## src/rtl/menu_bmp_loader.sv

```systemverilog
`default_nettype none
// +--------------------------------------------------------------------------+
// | menu_bmp_loader: streams a 24/32-bpp BMP download into SDRAM words.       |
// | Optional BMP_CENTER_EN centres small images.   Rev 1.0                    |
// +--------------------------------------------------------------------------+
module menu_bmp_loader #(
  parameter int         MAX_W     = 512,
  parameter int         LINE_LOG2 = 9,
  parameter int         MAX_H     = 312,
  parameter int         ADDR_W    = 22,
  parameter logic [7:0] IDX       = 8'd0
) (
  input  logic              clk_sys,
  input  logic              reset,
  input  logic              ioctl_download,
  input  logic [7:0]        ioctl_index,
  input  logic              ioctl_wr,
  input  logic [24:0]       ioctl_addr,
  input  logic [7:0]        ioctl_dout,
  output logic              mem_req,
  input  logic              mem_ack,
  output logic [ADDR_W-1:0] mem_addr,
  output logic [31:0]       mem_d,
  output logic              loaded,
  output logic              error,
  output logic [9:0]        img_w,
  output logic [8:0]        img_h
);

  typedef enum logic [2:0] {
    S_IDLE     = 3'd0,
    S_HEADER   = 3'd1,
    S_SKIP     = 3'd2,
    S_PIXEL    = 3'd3,
    S_PAD      = 3'd4,
    S_DONE     = 3'd5,
    S_WAIT_ACK = 3'd6,
    S_ERROR    = 3'd7
  } state_t;

  state_t      r_state;
  logic        r_wr_d;
  logic        r_dl_d;
  logic        r_magic_b;
  logic        r_magic_m;
  logic [31:0] r_data_start;
  logic [31:0] r_width;
  logic [31:0] r_height;
  logic [7:0]  r_bpp_lo;
  logic        r_bpp32;
  logic        r_topdown;
  logic [9:0]  r_x;
  logic [8:0]  r_row;
  logic [1:0]  r_bcnt;
  logic [1:0]  r_pad;
  logic [7:0]  r_blue;
  logic [7:0]  r_green;
  logic [7:0]  r_red;
  logic [9:0]  r_x_off;
  logic [8:0]  r_y_off;

  logic              w_dl;
  logic              w_dl_rise;
  logic              w_dl_fall;
  logic              w_ev;
  logic [15:0]       w_bpp;
  logic [31:0]       w_h_abs;
  logic              w_w_ok;
  logic              w_h_ok;
  logic              w_hdr_ok;
  logic              w_last_byte;
  logic [7:0]        w_red;
  logic [8:0]        w_line;
  logic [ADDR_W-1:0] w_addr;
  logic [9:0]        w_x_off;
  logic [8:0]        w_y_off;

  assign w_dl      = ioctl_download && (ioctl_index == IDX);
  assign w_dl_rise = w_dl && !r_dl_d;
  assign w_dl_fall = !w_dl && r_dl_d;
  assign w_ev      = ioctl_wr && !r_wr_d && w_dl;

  // Header checks use the bpp high byte arriving on this very strobe.
  assign w_bpp    = {ioctl_dout, r_bpp_lo};
  assign w_h_abs  = r_height[31] ? (~r_height + 32'd1) : r_height;
  assign w_w_ok   = !r_width[31] && (r_width != 32'd0) && (r_width <= 32'(MAX_W));
  assign w_h_ok   = (w_h_abs != 32'd0) && (w_h_abs <= 32'(MAX_H));
  assign w_hdr_ok = r_magic_b && r_magic_m && ((w_bpp == 16'd24) || (w_bpp == 16'd32))
                    && w_w_ok && w_h_ok && (r_data_start >= 32'd30);

`ifdef BMP_CENTER_EN
  assign w_x_off = 10'((11'(MAX_W) - {1'b0, r_width[9:0]}) >> 1);
  assign w_y_off = 9'((10'(MAX_H) - {1'b0, w_h_abs[8:0]}) >> 1);
`else
  assign w_x_off = '0;
  assign w_y_off = '0;
`endif

  assign w_last_byte = r_bpp32 ? (r_bcnt == 2'd3) : (r_bcnt == 2'd2);
  assign w_red       = r_bpp32 ? r_red : ioctl_dout;
  assign w_line      = r_topdown ? r_row : (img_h - 9'd1 - r_row);
  assign w_addr      = ((ADDR_W'(w_line) + ADDR_W'(r_y_off)) << LINE_LOG2)
                       + ADDR_W'(r_x) + ADDR_W'(r_x_off);

  always_ff @(posedge clk_sys or posedge reset) begin
    if (reset) begin
      r_state      <= S_IDLE;
      r_wr_d       <= 1'b0;
      // Treat the download as already running so a reset mid-file never restarts it.
      r_dl_d       <= 1'b1;
      r_magic_b    <= 1'b0;
      r_magic_m    <= 1'b0;
      r_data_start <= '0;
      r_width      <= '0;
      r_height     <= '0;
      r_bpp_lo     <= '0;
      r_bpp32      <= 1'b0;
      r_topdown    <= 1'b0;
      r_x          <= '0;
      r_row        <= '0;
      r_bcnt       <= '0;
      r_pad        <= '0;
      r_blue       <= '0;
      r_green      <= '0;
      r_red        <= '0;
      r_x_off      <= '0;
      r_y_off      <= '0;
      mem_req      <= 1'b0;
      mem_addr     <= '0;
      mem_d        <= '0;
      loaded       <= 1'b0;
      error        <= 1'b0;
      img_w        <= '0;
      img_h        <= '0;
    end else begin
      r_wr_d <= ioctl_wr;
      r_dl_d <= w_dl;
      if (w_dl_rise) begin
        r_state   <= S_HEADER;
        loaded    <= 1'b0;
        error     <= 1'b0;
        img_w     <= '0;
        img_h     <= '0;
        r_magic_b <= 1'b0;
        r_magic_m <= 1'b0;
      end else if (w_dl_fall) begin
        case (r_state)
          S_DONE:                           r_state <= S_WAIT_ACK;
          S_HEADER, S_SKIP, S_PIXEL, S_PAD: begin
            error   <= 1'b1;
            r_state <= S_ERROR;
          end
          default: ;
        endcase
      end else if (r_state == S_WAIT_ACK) begin
        if (mem_req == mem_ack) begin
          loaded  <= 1'b1;
          r_state <= S_IDLE;
        end
      end else if (w_ev) begin
        case (r_state)
          S_HEADER: begin
            case (ioctl_addr)
              25'd0:  r_magic_b           <= (ioctl_dout == 8'h42);
              25'd1:  r_magic_m           <= (ioctl_dout == 8'h4D);
              25'd10: r_data_start[7:0]   <= ioctl_dout;
              25'd11: r_data_start[15:8]  <= ioctl_dout;
              25'd12: r_data_start[23:16] <= ioctl_dout;
              25'd13: r_data_start[31:24] <= ioctl_dout;
              25'd18: r_width[7:0]        <= ioctl_dout;
              25'd19: r_width[15:8]       <= ioctl_dout;
              25'd20: r_width[23:16]      <= ioctl_dout;
              25'd21: r_width[31:24]      <= ioctl_dout;
              25'd22: r_height[7:0]       <= ioctl_dout;
              25'd23: r_height[15:8]      <= ioctl_dout;
              25'd24: r_height[23:16]     <= ioctl_dout;
              25'd25: r_height[31:24]     <= ioctl_dout;
              25'd28: r_bpp_lo            <= ioctl_dout;
              25'd29: begin
                if (w_hdr_ok) begin
                  img_w     <= r_width[9:0];
                  img_h     <= w_h_abs[8:0];
                  r_topdown <= r_height[31];
                  r_bpp32   <= (w_bpp == 16'd32);
                  r_x_off   <= w_x_off;
                  r_y_off   <= w_y_off;
                  r_x       <= '0;
                  r_row     <= '0;
                  r_bcnt    <= '0;
                  r_state   <= S_SKIP;
                end else begin
                  error   <= 1'b1;
                  r_state <= S_ERROR;
                end
              end
              default: ;
            endcase
          end
          S_SKIP: begin
            if ({7'd0, ioctl_addr} == r_data_start) begin
              r_blue  <= ioctl_dout;
              r_bcnt  <= 2'd1;
              r_state <= S_PIXEL;
            end
          end
          S_PIXEL: begin
            case (r_bcnt)
              2'd0:    r_blue  <= ioctl_dout;
              2'd1:    r_green <= ioctl_dout;
              2'd2:    r_red   <= ioctl_dout;
              default: ;
            endcase
            if (!w_last_byte) begin
              r_bcnt <= r_bcnt + 2'd1;
            end else if (mem_req != mem_ack) begin
              error   <= 1'b1;
              r_state <= S_ERROR;
            end else begin
              mem_req  <= ~mem_req;
              mem_addr <= w_addr;
              mem_d    <= {8'h00, w_red, r_green, r_blue};
              r_bcnt   <= '0;
              if (r_x == img_w - 10'd1) begin
                if (r_row == img_h - 9'd1) begin
                  r_state <= S_DONE;
                end else if (!r_bpp32 && (img_w[1:0] != 2'd0)) begin
                  // 24-bpp rows pad to 4 bytes; pad length equals w mod 4.
                  r_pad   <= img_w[1:0];
                  r_state <= S_PAD;
                end else begin
                  r_x   <= '0;
                  r_row <= r_row + 9'd1;
                end
              end else begin
                r_x <= r_x + 10'd1;
              end
            end
          end
          S_PAD: begin
            if (r_pad == 2'd1) begin
              r_x     <= '0;
              r_row   <= r_row + 9'd1;
              r_state <= S_PIXEL;
            end else begin
              r_pad <= r_pad - 2'd1;
            end
          end
          default: ;
        endcase
      end
    end
  end

endmodule
`default_nettype wire

```

## config.mk

```make
export PLATFORM = sky130hd
export DESIGN_NAME = menu_bmp_loader
export DESIGN_NICKNAME = d
export VERILOG_FILES = /design/src/rtl/menu_bmp_loader.sv
export SDC_FILE = /design/constraint.sdc
export NUM_CORES = 1
export LEC_CHECK = 0
export ABC_AREA = 1
export CORE_UTILIZATION = 40
export DETAILED_ROUTE_END_ITERATION = 8
export GPL_ROUTABILITY_DRIVEN = 0
export HOLD_SLACK_MARGIN = 0.08
export PLACE_DENSITY = 0.65
export REMOVE_ABC_BUFFERS = 1
export SYNTH_ARGS = -nofsm -noshare
export SYNTH_HDL_FRONTEND = slang
export SYNTH_SLANG_ARGS = --single-unit
```

## constraint.sdc

```tcl
create_clock -name clk_sys -period 9.55 [get_ports clk_sys]
set_input_delay 1.91 -clock clk_sys [delete_from_list [all_inputs] [get_ports clk_sys]]
set_output_delay 1.91 -clock clk_sys [all_outputs]
set_load 0.005 [all_outputs]
```

==> results.md, run 1 <==
* Status: complete, no violations
* Hold path cells at 2
* CP Capture Type: register
* Slew margin rel. at 0.312
* Crit Path Class: input pin to register
* Final Hold Viols at 0
* Yosys reg bits at 225
* Post-synth ARST share at 1.00
* Pins Over Slew Limit at 0
* Root Driver: clkbuf_16
* Syn Inst Count at 1764
* First-pass GRT wire length at roughly 57000 µm
* ANT nets after route at 0
* Worst Hold Class: register to register
* Worst VDD drop at around 120 µV
* WP data required at approximately 10 ns
* Clock tree buffer depth at 3
* Crit Path Max Fanout at 16
* Slowest Stage Delay on Critical Path at between 0.9 and 1 ns
* Setup bufs post-CTS at 0
* Sink Count at about 230
* Main flop type after synthesis: dfrtp_1
* Synth area leader: dfrtp_1
* Least-Margin Pin Slew at between 1 and 1.5 ns
* Final period utilization at 0.528
* Setup Total Neg Slack at 0 ns
* Synth top area share at 0.429
* PortBufs at between 100 and 150
* Vias in the first global route at around 11000
* Max layer used: met4
* Vias after detailed routing at about 12000
* Register area share after synthesis at 0.431
* R2r worst-path depth at 16
* Grt ovf at 0
* Synth cell types at between 50 and 60
* Cells after DPL at around 2300
* Share of cells above drive strength 1 at 0.0737
* Hold Slack at between 0.4 and 0.5 ns
* CTS buffer count at 26
* Filler-free cell count of the finished design at between 2000 and 2500
* Die Wd at ~180 µm
* # IOs at about 120
* Via density at around 5.1
* Post-DR wirelength/cell at around 15 µm
* Pin count of the biggest net entering global routing at about 140
* CTS HTree Levels at 1
* CTS tree: yes
* Top post-synthesis cells by area: dfrtp_1 43%, nand2_1 15%, o21ai_0 7.8%
* Met3 wire length at 1800 µm
* PD cells at roughly 130 mW/mm²
* Startpoint Class: input pin
* Syn Area/Cell at 7.41 µm²
* Tot Pwr at between 2 and 2.5 mW
* Post-synth EDFFs at 0
* DP HPWL at roughly 25000 µm
* Leak at between 7 and 8 nW
* Final WL at approximately 35000 µm
* Global Route Usage Sum at 0.210
* Max Freq at around 200 MHz
* # rows at 65
* Initial DRC Count at approximately 840
* RSZ-0062 raised after global routing: no
* Antenna violations before repair at 0
* Antenna Cells at 0
* Worst-skew pair later-pin latency at 0.55 ns
* Area grow syn2layout at 17.1%
* Cts-stage hold buffer count at 0
* Clock transition at the registers of the reported paths at roughly 0.060 ns
* Critical-path cell with the highest stage delay: nor4_4
* Routed wl met2 at roughly 16000 µm
* Fin nets at 1921
* Residual DRC count at 0
* Clock skew at roughly 0.016 ns
* Post-synthesis cell area at between 0.01 and 0.015 mm²
* Maxcap violations at 0
* Die H at 183 µm
* CP Cell Sequence: clkdlybuf4s50_1, or2_1, nor4_1, inv_1, nor2_1, inv_1, ha_1, nor4_4, nand3_1, o21ai_0
* M1 wire length at roughly 16000 µm
* Initial Utilization at 0.410
* Die area at between 0.03 and 0.04 mm²
* Setup Viol. Count Final at 0
* DR pass1 iterations at 7
* Synth Warn # at 0
* Minimum clock period at between 5 and 6 ns
* CP dominant cell by count: inv_1
* Arrival time worst endpoint at between 5 and 6 ns
* Core Box Area at around 0.032 mm²
* Post_cts resized at 0
routing by layer:
| layer | track usage | vias to the layer above |
|---|---|---|
| li1 | - | 5855 |
| met1 | 0.294 | 5509 |
| met2 | 0.340 | 321 |
| met3 | 0.0242 | 54 |
| met4 | 0.0662 | 0 |
| met5 | 0 | - |
report_power, final:
| group | internal [mW] | total [mW] | switching, mW |
|---|---|---|---|
| clock | 0.589 | 1.01 | 0.416 |
| sequential | 0.954 | 0.955 | 0.000723 |
| combinational | 0.0245 | 0.0776 | 0.0532 |
| total | 1.57 | 2.04 | 0.470 |
path summary, 6_finish.rpt:
path | start | end | slack, ns
max | ioctl_index[1] | r_green[4] | 4.51
min | r_blue[5] | mem_d[5] | 0.47
max reg2reg | img_h[0] | mem_addr[17] | 6.27
min reg2reg | r_blue[5] | mem_d[5] | 0.47
max in group asynchronous | reset | r_bpp_lo[5] | 5.88
min in group asynchronous | reset | mem_addr[2] | 1.97
final cells by class:
type                       instances  area, µm²
fill                            3153      16600
timing repair buffer             116       1150
multi-input combinational       1304       6430
clock inverter                    11       96.3
clock buffer                      37        772
tap                              435        544
sequential                       225       5630
inverter                         179        684
stage by stage:
step | cell area, µm² | setup WS, ns | utilization
finish | 15300 | 4.51 | 0.480
global route | 15300 | 4.24 | 0.480
CTS | 15300 | 4.53 | 0.480
floorplan | 12700 | 1.48 | -
global placement | 14400 | 4.09 | 0.453
detailed placement | 14400 | 3.99 | 0.453
worst max-delay path: cells and delay by family:
family                     cells  cell delay (ns)
buffers and inverters          3             0.55
adders and majority gates      1             0.35
and+or+nand+nor                5             2.29
AOI/OAI and AO/OA              1             0.37
flip-flops by register name, summed over array words and instances, names as in the netlist, 9 cells and up:
name and cells:
r_x 10, r_height 32, mem_addr 19, r_width 32
r_data_start 32, img_h 9, r_row 9, mem_d 24
img_w 10
layout by cell type, fill, tap and decap left out, drive strengths merged, types with 11 or more instances in the layout:
| master | n |
|---|---|
| or2 | 12 |
| nand3 | 95 |
| clkbuf | 37 |
| xnor2 | 17 |
| clkdlybuf4s50 | 110 |
| conb | 11 |
| ha | 22 |
| inv | 177 |
| xor2 | 39 |
| dfrtp | 224 |
| a21oi | 13 |
| o21ai | 235 |
| nor2 | 196 |
| nor3 | 38 |
| nand4 | 39 |
| nand2 | 540 |
synth_stat cells, drive strengths merged (2+ instances only):
| library cell | instances |
|---|---|
| o211ai | 3 |
| nor2 | 196 |
| a21boi | 2 |
| and3 | 3 |
| o21bai | 2 |
| xor2 | 39 |
| nor3 | 38 |
| o2111ai | 3 |
| dfrtp | 224 |
| nand4 | 39 |
| nand3 | 95 |
| clkinv | 2 |
| a21oi | 13 |
| clkbuf | 30 |
| nand2 | 540 |
| nor3b | 2 |
| xnor2 | 17 |
| o22ai | 5 |
| ha | 22 |
| o41ai | 2 |
| o21ai | 235 |
| o31ai | 4 |
| or2 | 12 |
| inv | 177 |
| buf | 36 |
| nor4 | 10 |
kinds of logic (layout without fill, tap and decap cells):
logic type,count (synthesis),after routing,synth area share
flip-flops,225,225,0.431
adder cells (fa/ha/maj),23,23,0.0226
buffers and inverters,245,343,0.0802
XOR/XNOR,56,56,0.0375
AND/OR/NAND/NOR,937,937,0.311
other,1,11,0.000287
AO/OA/AOI/OAI,277,277,0.118
No activity file was read; power rests on OpenSTA's default activity.
==> run 2: changes to the inputs <==
--- a/config.mk
+++ b/config.mk
@@ -10,7 +10,7 @@
 export DETAILED_ROUTE_END_ITERATION = 8
 export GPL_ROUTABILITY_DRIVEN = 0
 export HOLD_SLACK_MARGIN = 0.08
-export PLACE_DENSITY = 0.65
+export PLACE_DENSITY = 0.67
 export REMOVE_ABC_BUFFERS = 1
 export SYNTH_ARGS = -nofsm -noshare
 export SYNTH_HDL_FRONTEND = slang
==> constraint.sdc (replaced) <==
create_clock -name clk_sys -period 4.3 [get_ports clk_sys]
set_input_delay 0.86 -clock clk_sys [delete_from_list [all_inputs] [get_ports clk_sys]]
set_output_delay 0.86 -clock clk_sys [all_outputs]
set_load 0.005 [all_outputs]
==> run 2 against run 1 <==
Effect of this change: sequential power is 120% higher; clock skew is 0.020 ns higher; sequential share of layout area is 0.41 points lower; global-route usage is 0.13 points higher; count of clock-buffer cells in the layout is 3 lower; via count is 1.5% higher; highest routed layer unchanged.
==> results.md, run 2 (synthesis results as in run 1) <==
* Status: complete, no violations
* CTS HTree Levels at 1
* CP Capture Type: register
* Root Driver: clkbuf_16
* Final std cell area, no fill at between 0.015 and 0.02 mm²
* CTS tree: yes
* Share of cells above drive strength 1 at 0.0797
* Hold Slack at roughly 0.47 ns
* Slew margin rel. at 0.365
* Fill cells at ~3200
* Multi-input logic area at 0.00643 mm²
* Vias after detailed routing at about 12000
* Clock transition at the registers of the reported paths at ~0.060 ns
* Hold path cells at 2
* Setup bufs post-CTS at 0
* Initial DRC Count at approximately 1000
* Global Route Usage Sum at 0.212
* Crit Path Max Fanout at 16
* Area grow syn2layout at 18.4%
* Worst Hold Class: register to register
* PortBufs at 110
* Cts-stage hold buffer count at 0
* DR pass1 iterations at 6
* Arrival time worst endpoint at around 3.7 ns
* Post-DR wirelength/cell at roughly 15 µm
* Core Box Area at between 0.03 and 0.04 mm²
* M1 wire length at 16100 µm
* Startpoint Class: input pin
* R2r setup slk at about 1.1 ns
* Reg-to-reg startpoint: img_h[0]
* # rows at 65
* Crit Path Class: input pin to register
* Post-Place Cell Area at between 0.01 and 0.015 mm²
* Final WL at about 35000 µm
* Residual DRC count at 0
* Die Wd at 183 µm
* CP Cell Sequence: clkdlybuf4s50_1, or2_1, nor4_1, inv_1, nor2_1, inv_1, ha_1, nand2_1, nor2_1, nand3_1, nand2_1, o21ai_0
* Initial Utilization at 0.410
* Leak at around 7.6 nW
* WP data required at between 4 and 5 ns
* Minimum clock period at around 3.4 ns
* Critical-path cell with the highest stage delay: nand3_1
* CTS buffer count at 26
* Hold Path Origin: r_blue[4]
* Grt ovf at 0
* Fin nets at just under 2000
* Least-Margin Pin Slew at approximately 0.95 ns
* Met3 wire length at about 2100 µm
* Die H at 183 µm
* FF/Latch Area at 0.00563 mm²
* Clock skew at ~0.036 ns
* Final Hold Viols at 0
* Die area at between 0.03 and 0.04 mm²
* Final period utilization at 0.780
* R2r worst-path depth at 16
* Tot Pwr at between 4 and 5 mW
* Worst path top cell family by delay: simple AND/OR/NAND/NOR gates
* Via density at between 5 and 6
* Routed wl met2 at roughly 16000 µm
* Pins Over Slew Limit at 0
* Worst VDD drop at 330 µV
* Most frequent cells in the layout: 514 x nand2_1, 224 x dfrtp_1, 205 x o21ai_0
* Hold path endpoint: mem_d[4]
* Worst path bufs/invs at 3
* DP HPWL at 24900 µm
* Setup Total Neg Slack at 0 ns
* # IOs at between 100 and 150
* ANT nets after route at 0
* Vias in the first global route at around 11000
* Pin count of the biggest net entering global routing at roughly 100
* Max layer used: met4
* Post_cts resized at 0
* Slowest Stage Delay on Critical Path at 0.48 ns
* Sink Count at approximately 230
* Antenna violations before repair at 0
* First-pass GRT wire length at approximately 57000 µm
* Antenna Cells at 0
* Maxcap violations at 0
* RSZ-0062 raised after global routing: no
* Max Freq at about 300 MHz
* Clock tree buffer depth at 3
* Setup Viol. Count Final at 0
* Top Registers: r_data_start: 32 flops, r_height: 32 flops, r_width: 32 flops
* Commonest non-fill, non-tap cell in the layout: nand2_1
* Worst R2R End: mem_addr[17]
* Worst-skew pair later-pin latency at around 0.55 ns
* PD cells at 302 mW/mm²
run 2: changes by cell type in the layout (fill, tap and decap cells not counted), moves of 2 or more:
cell / change
clkbuf_1: -2
bufinv_16: +3
buf_4: +8
buf_12: +2
run 2: layer usage:
metal  track usage  up-vias
met1         0.301     5584
li1              -     5859
met3        0.0268       59
met4        0.0632        0
met2         0.337      408
met5             0        -
run 2: metrics by stage:
stage          setup WS [ns]   util  std cells
2_1_floorplan          -2.72      -       1708
3_3_place_gp           0.601  0.456       2269
3_5_place_dp           0.477  0.456       2269
4_1_cts                 1.04  0.486       2317
5_1_grt                0.699  0.486       2317
6_report               0.947  0.486       2317
run 2: worst max-delay path by stage:
stage,start,endpoint,slack [ns],depth (start not counted)
3_3_place_gp,ioctl_index[1],r_blue[6],0.60,12
3_5_place_dp,ioctl_index[1],r_blue[7],0.48,12
2_1_floorplan,reset,error,-2.72,1
5_1_grt,ioctl_index[1],r_blue[2],0.70,11
6_report,ioctl_index[1],r_blue[4],0.95,12
4_1_cts,ioctl_index[1],r_blue[5],1.04,12
run 2: area by class of cell:
| type | count | area share |
|---|---|---|
| Inverter | 179 | 0.0442 |
| Sequential cell | 225 | 0.364 |
| Clock inverter | 14 | 0.0122 |
| Timing Repair Buffer | 126 | 0.0805 |
| Tap cell | 435 | 0.0352 |
| Multi-Input combinational cell | 1304 | 0.416 |
| Clock buffer | 34 | 0.0485 |
run 2: where the power goes:
group	total (mW)	switching, mW	leakage, nW	internal [mW]
Sequential	2.12	0.00116	3.04	2.12
Clock	2.38	0.914	0.459	1.47
Combinational	0.177	0.119	4.05	0.0577
run 2: worst register-to-register path, delay by kind of cell, from the launching register on:
kind,cells,cell delay (ns)
AOI/OAI and AO/OA,6,1.26
adders and majority gates,2,0.60
and+or+nand+nor,6,0.53
DFF,1,0.47
xor gates and xnor gates,1,0.17
buffers and inverters,1,0.13
==> run 3: changes to the inputs <==
--- a/config.mk
+++ b/config.mk
@@ -10,7 +10,7 @@
 export DETAILED_ROUTE_END_ITERATION = 8
 export GPL_ROUTABILITY_DRIVEN = 0
 export HOLD_SLACK_MARGIN = 0.08
-export PLACE_DENSITY = 0.67
+export PLACE_DENSITY = 0.65
 export REMOVE_ABC_BUFFERS = 1
 export SYNTH_ARGS = -nofsm -noshare
 export SYNTH_HDL_FRONTEND = slang
==> constraint.sdc (replaced) <==
create_clock -name clk_sys -period 3.15 [get_ports clk_sys]
set_input_delay 0.63 -clock clk_sys [delete_from_list [all_inputs] [get_ports clk_sys]]
set_output_delay 0.63 -clock clk_sys [all_outputs]
set_load 0.005 [all_outputs]
==> run 3 against run 2 <==
Effect of this change: die area stayed put; design area rose by 4.8%; sequential share of layout area fell by 1.7 points; wire length grew 2.0%; worst setup slack lost 0.74 ns; non-clock buffer count up 67; sequential cell count did not move; count of clock-buffer cells in the layout up 2; utilization grew 2.3 points; power is 41% higher; combinational power grew 49%.
==> results.md, run 3 (synthesis results as in run 1) <==
* Status: complete, no violations
* Crit Path Class: register to register
* Post-DR wirelength/cell at 14.9 µm
* RSZ-0062 raised after global routing: yes
* Least-Margin Pin Slew at between 0.6 and 0.7 ns
* Vias after detailed routing at roughly 12000
* First-pass GRT wire length at 57700 µm
* Switching Share at 0.217
* Sink Count at 225
* Worst-skew pair later-pin latency at around 0.55 ns
* # IOs at between 100 and 150
* Most frequent cells in the layout: 514 x nand2_1, 224 x dfrtp_1, 202 x o21ai_0
* Via density at a little over 5
* Worst Hold Class: register to register
* Clock skew at 0.0263 ns
* Pin count of the biggest net entering global routing at 79
* CP dominant cell by count: inv_1
* Clock tree buffer depth at 3
* Crit path from: img_h[1]
* Worst R2R End: r_x[0]
* Setup Viol. Count Final at 0
* Setup Total Neg Slack at 0 ns
* DR pass1 iterations at 5
* Top Registers: r_data_start: 32 flops, r_height: 32 flops, r_width: 32 flops
* Leak at roughly 8.0 nW
* Critical-path cell with the highest stage delay: dfrtp_1
* Grt ovf at 0
* Slew margin rel. at 0.543
* Max Freq at around 340 MHz
* Commonest non-fill, non-tap cell in the layout: nand2_1
* Share of cells above drive strength 1 at 0.114
* Final Hold Viols at 0
* Antenna violations before repair at 0
* Filler-free cell count of the finished design at 2384
* Worst VDD drop at about 350 µV
* CTS tree: yes
* Initial DRC Count at between 1000 and 1500
* Final core occ at 0.509
* Flop pwr share at 0.439
* Reg-to-reg startpoint: img_h[1]
* Final period utilization at 0.935
* Initial Utilization at 0.410
* Power share of the combinational group at 0.040
* Cells after DPL at 2334
* Root Driver: clkbuf_16
* P_sw at approximately 1.4 mW
* Fin nets at between 1500 and 2000
* Pins Over Slew Limit at 0
* Area grow syn2layout at 24.1%
* # rows at between 60 and 70
* Crit Path Max Fanout at 17
* Crit path to: r_x[0]
* R2r worst-path depth at 18
* Minimum clock period at around 3 ns
* PortBufs at 110
* Die area at ~0.033 mm²
* CP Cell Sequence: nor2_1, nand4_1, nor3_2, xor2_1, ha_1, inv_1, nor3_2, inv_1, nor3_1, nand2_1, o21ai_0, nand2_1, o211ai_1, inv_1, nand2_4, inv_6, nand3_1, o21ai_2
* Cts-stage hold buffer count at 0
* Vias in the first global route at between 10000 and 15000
* Clock power frac at 0.521
* ANT nets after route at 0
* Core Box Area at about 0.032 mm²
* Residual DRC count at 0
* Startpoint Class: register
* PD cells at 407 mW/mm²
* Arrival time worst endpoint at between 3 and 4 ns
* Die Wd at between 150 and 200 µm
* Antenna Cells at 0
* Global Route Usage Sum at 0.215
* DP HPWL at roughly 26000 µm
* R2r setup slk at about 0.2 ns
* Maxcap violations at 0
* Tot Pwr at ~6.6 mW
* Clock transition at the registers of the reported paths at about 0.06 ns
* CTS HTree Levels at 1
* WP data required at 3.58 ns
* Hold Path Origin: r_blue[5]
* Die H at 183 µm
* Int Pwr at 5.16 mW
* Slowest Stage Delay on Critical Path at ~0.43 ns
* Final WL at around 35000 µm
* CTS buffer count at 27
* CP Capture Type: register
## run 3: worst min path at each step
stage,depth (start not counted),slack (ns),end
after floorplan,2,0.44,mem_d[0]
after global placement,2,0.45,mem_d[3]
after detailed placement,2,0.46,mem_d[4]
after CTS,2,0.48,mem_d[0]
after global routing,2,0.50,mem_addr[16]
final,2,0.47,mem_d[5]
## run 3: per-layer routing
metal	global-route usage	wire, µm	share of wire	vias to the layer above
met4	0.0676	1060	0.030	0
met3	0.0284	1690	0.048	69
met5	0	0	0	-
met1	0.290	16300	0.46	5602
met2	0.357	16500	0.46	309
li1	-	-	-	6012
## run 3: stage by stage
step	area, µm²	worst slack (ns)	hold slack [ns]
after floorplan	12700	-3.64	0.442
after global placement	15200	-0.322	0.452
after detailed placement	15200	-0.378	0.460
after CTS	16200	0.0778	0.475
after global routing	16200	-0.0386	0.497
final	16200	0.206	0.471
## run 3: final cells by class
cell class	instances	area (µm²)
Clock buffer	36	790
Timing Repair Buffer	193	1900
Multi-Input combinational cell	1304	6450
Sequential cell	225	5630
Tap cell	435	544
Inverter	179	684
Clock inverter	12	213
Fill cell	3092	15700
## run 3: power groups by stage
stage / clock, mW / combinational [mW] / sequential [mW]
after detailed placement: 0 / 0.268 / 2.95
final: 3.44 / 0.264 / 2.89
after global placement: 0 / 0.267 / 2.95
after global routing: 3.62 / 0.291 / 2.89
after floorplan: 0 / 0.103 / 2.95
after CTS: 3.50 / 0.269 / 2.89
## run 3: timing repair
action,CTS,global route
buffers inserted,0,2
resized for setup,0,9
setup endpoints to repair,0,17
## run 3: critical path: cells and delay by family, from the launching register on
kind                       cells  cell delay [ns]
xor gates and xnor gates       1             0.11
DFF                            1             0.43
and+or+nand+nor                9             1.31
buffers and inverters          4             0.31
adders and majority gates      1             0.31
AOI/OAI and AO/OA              3             0.38
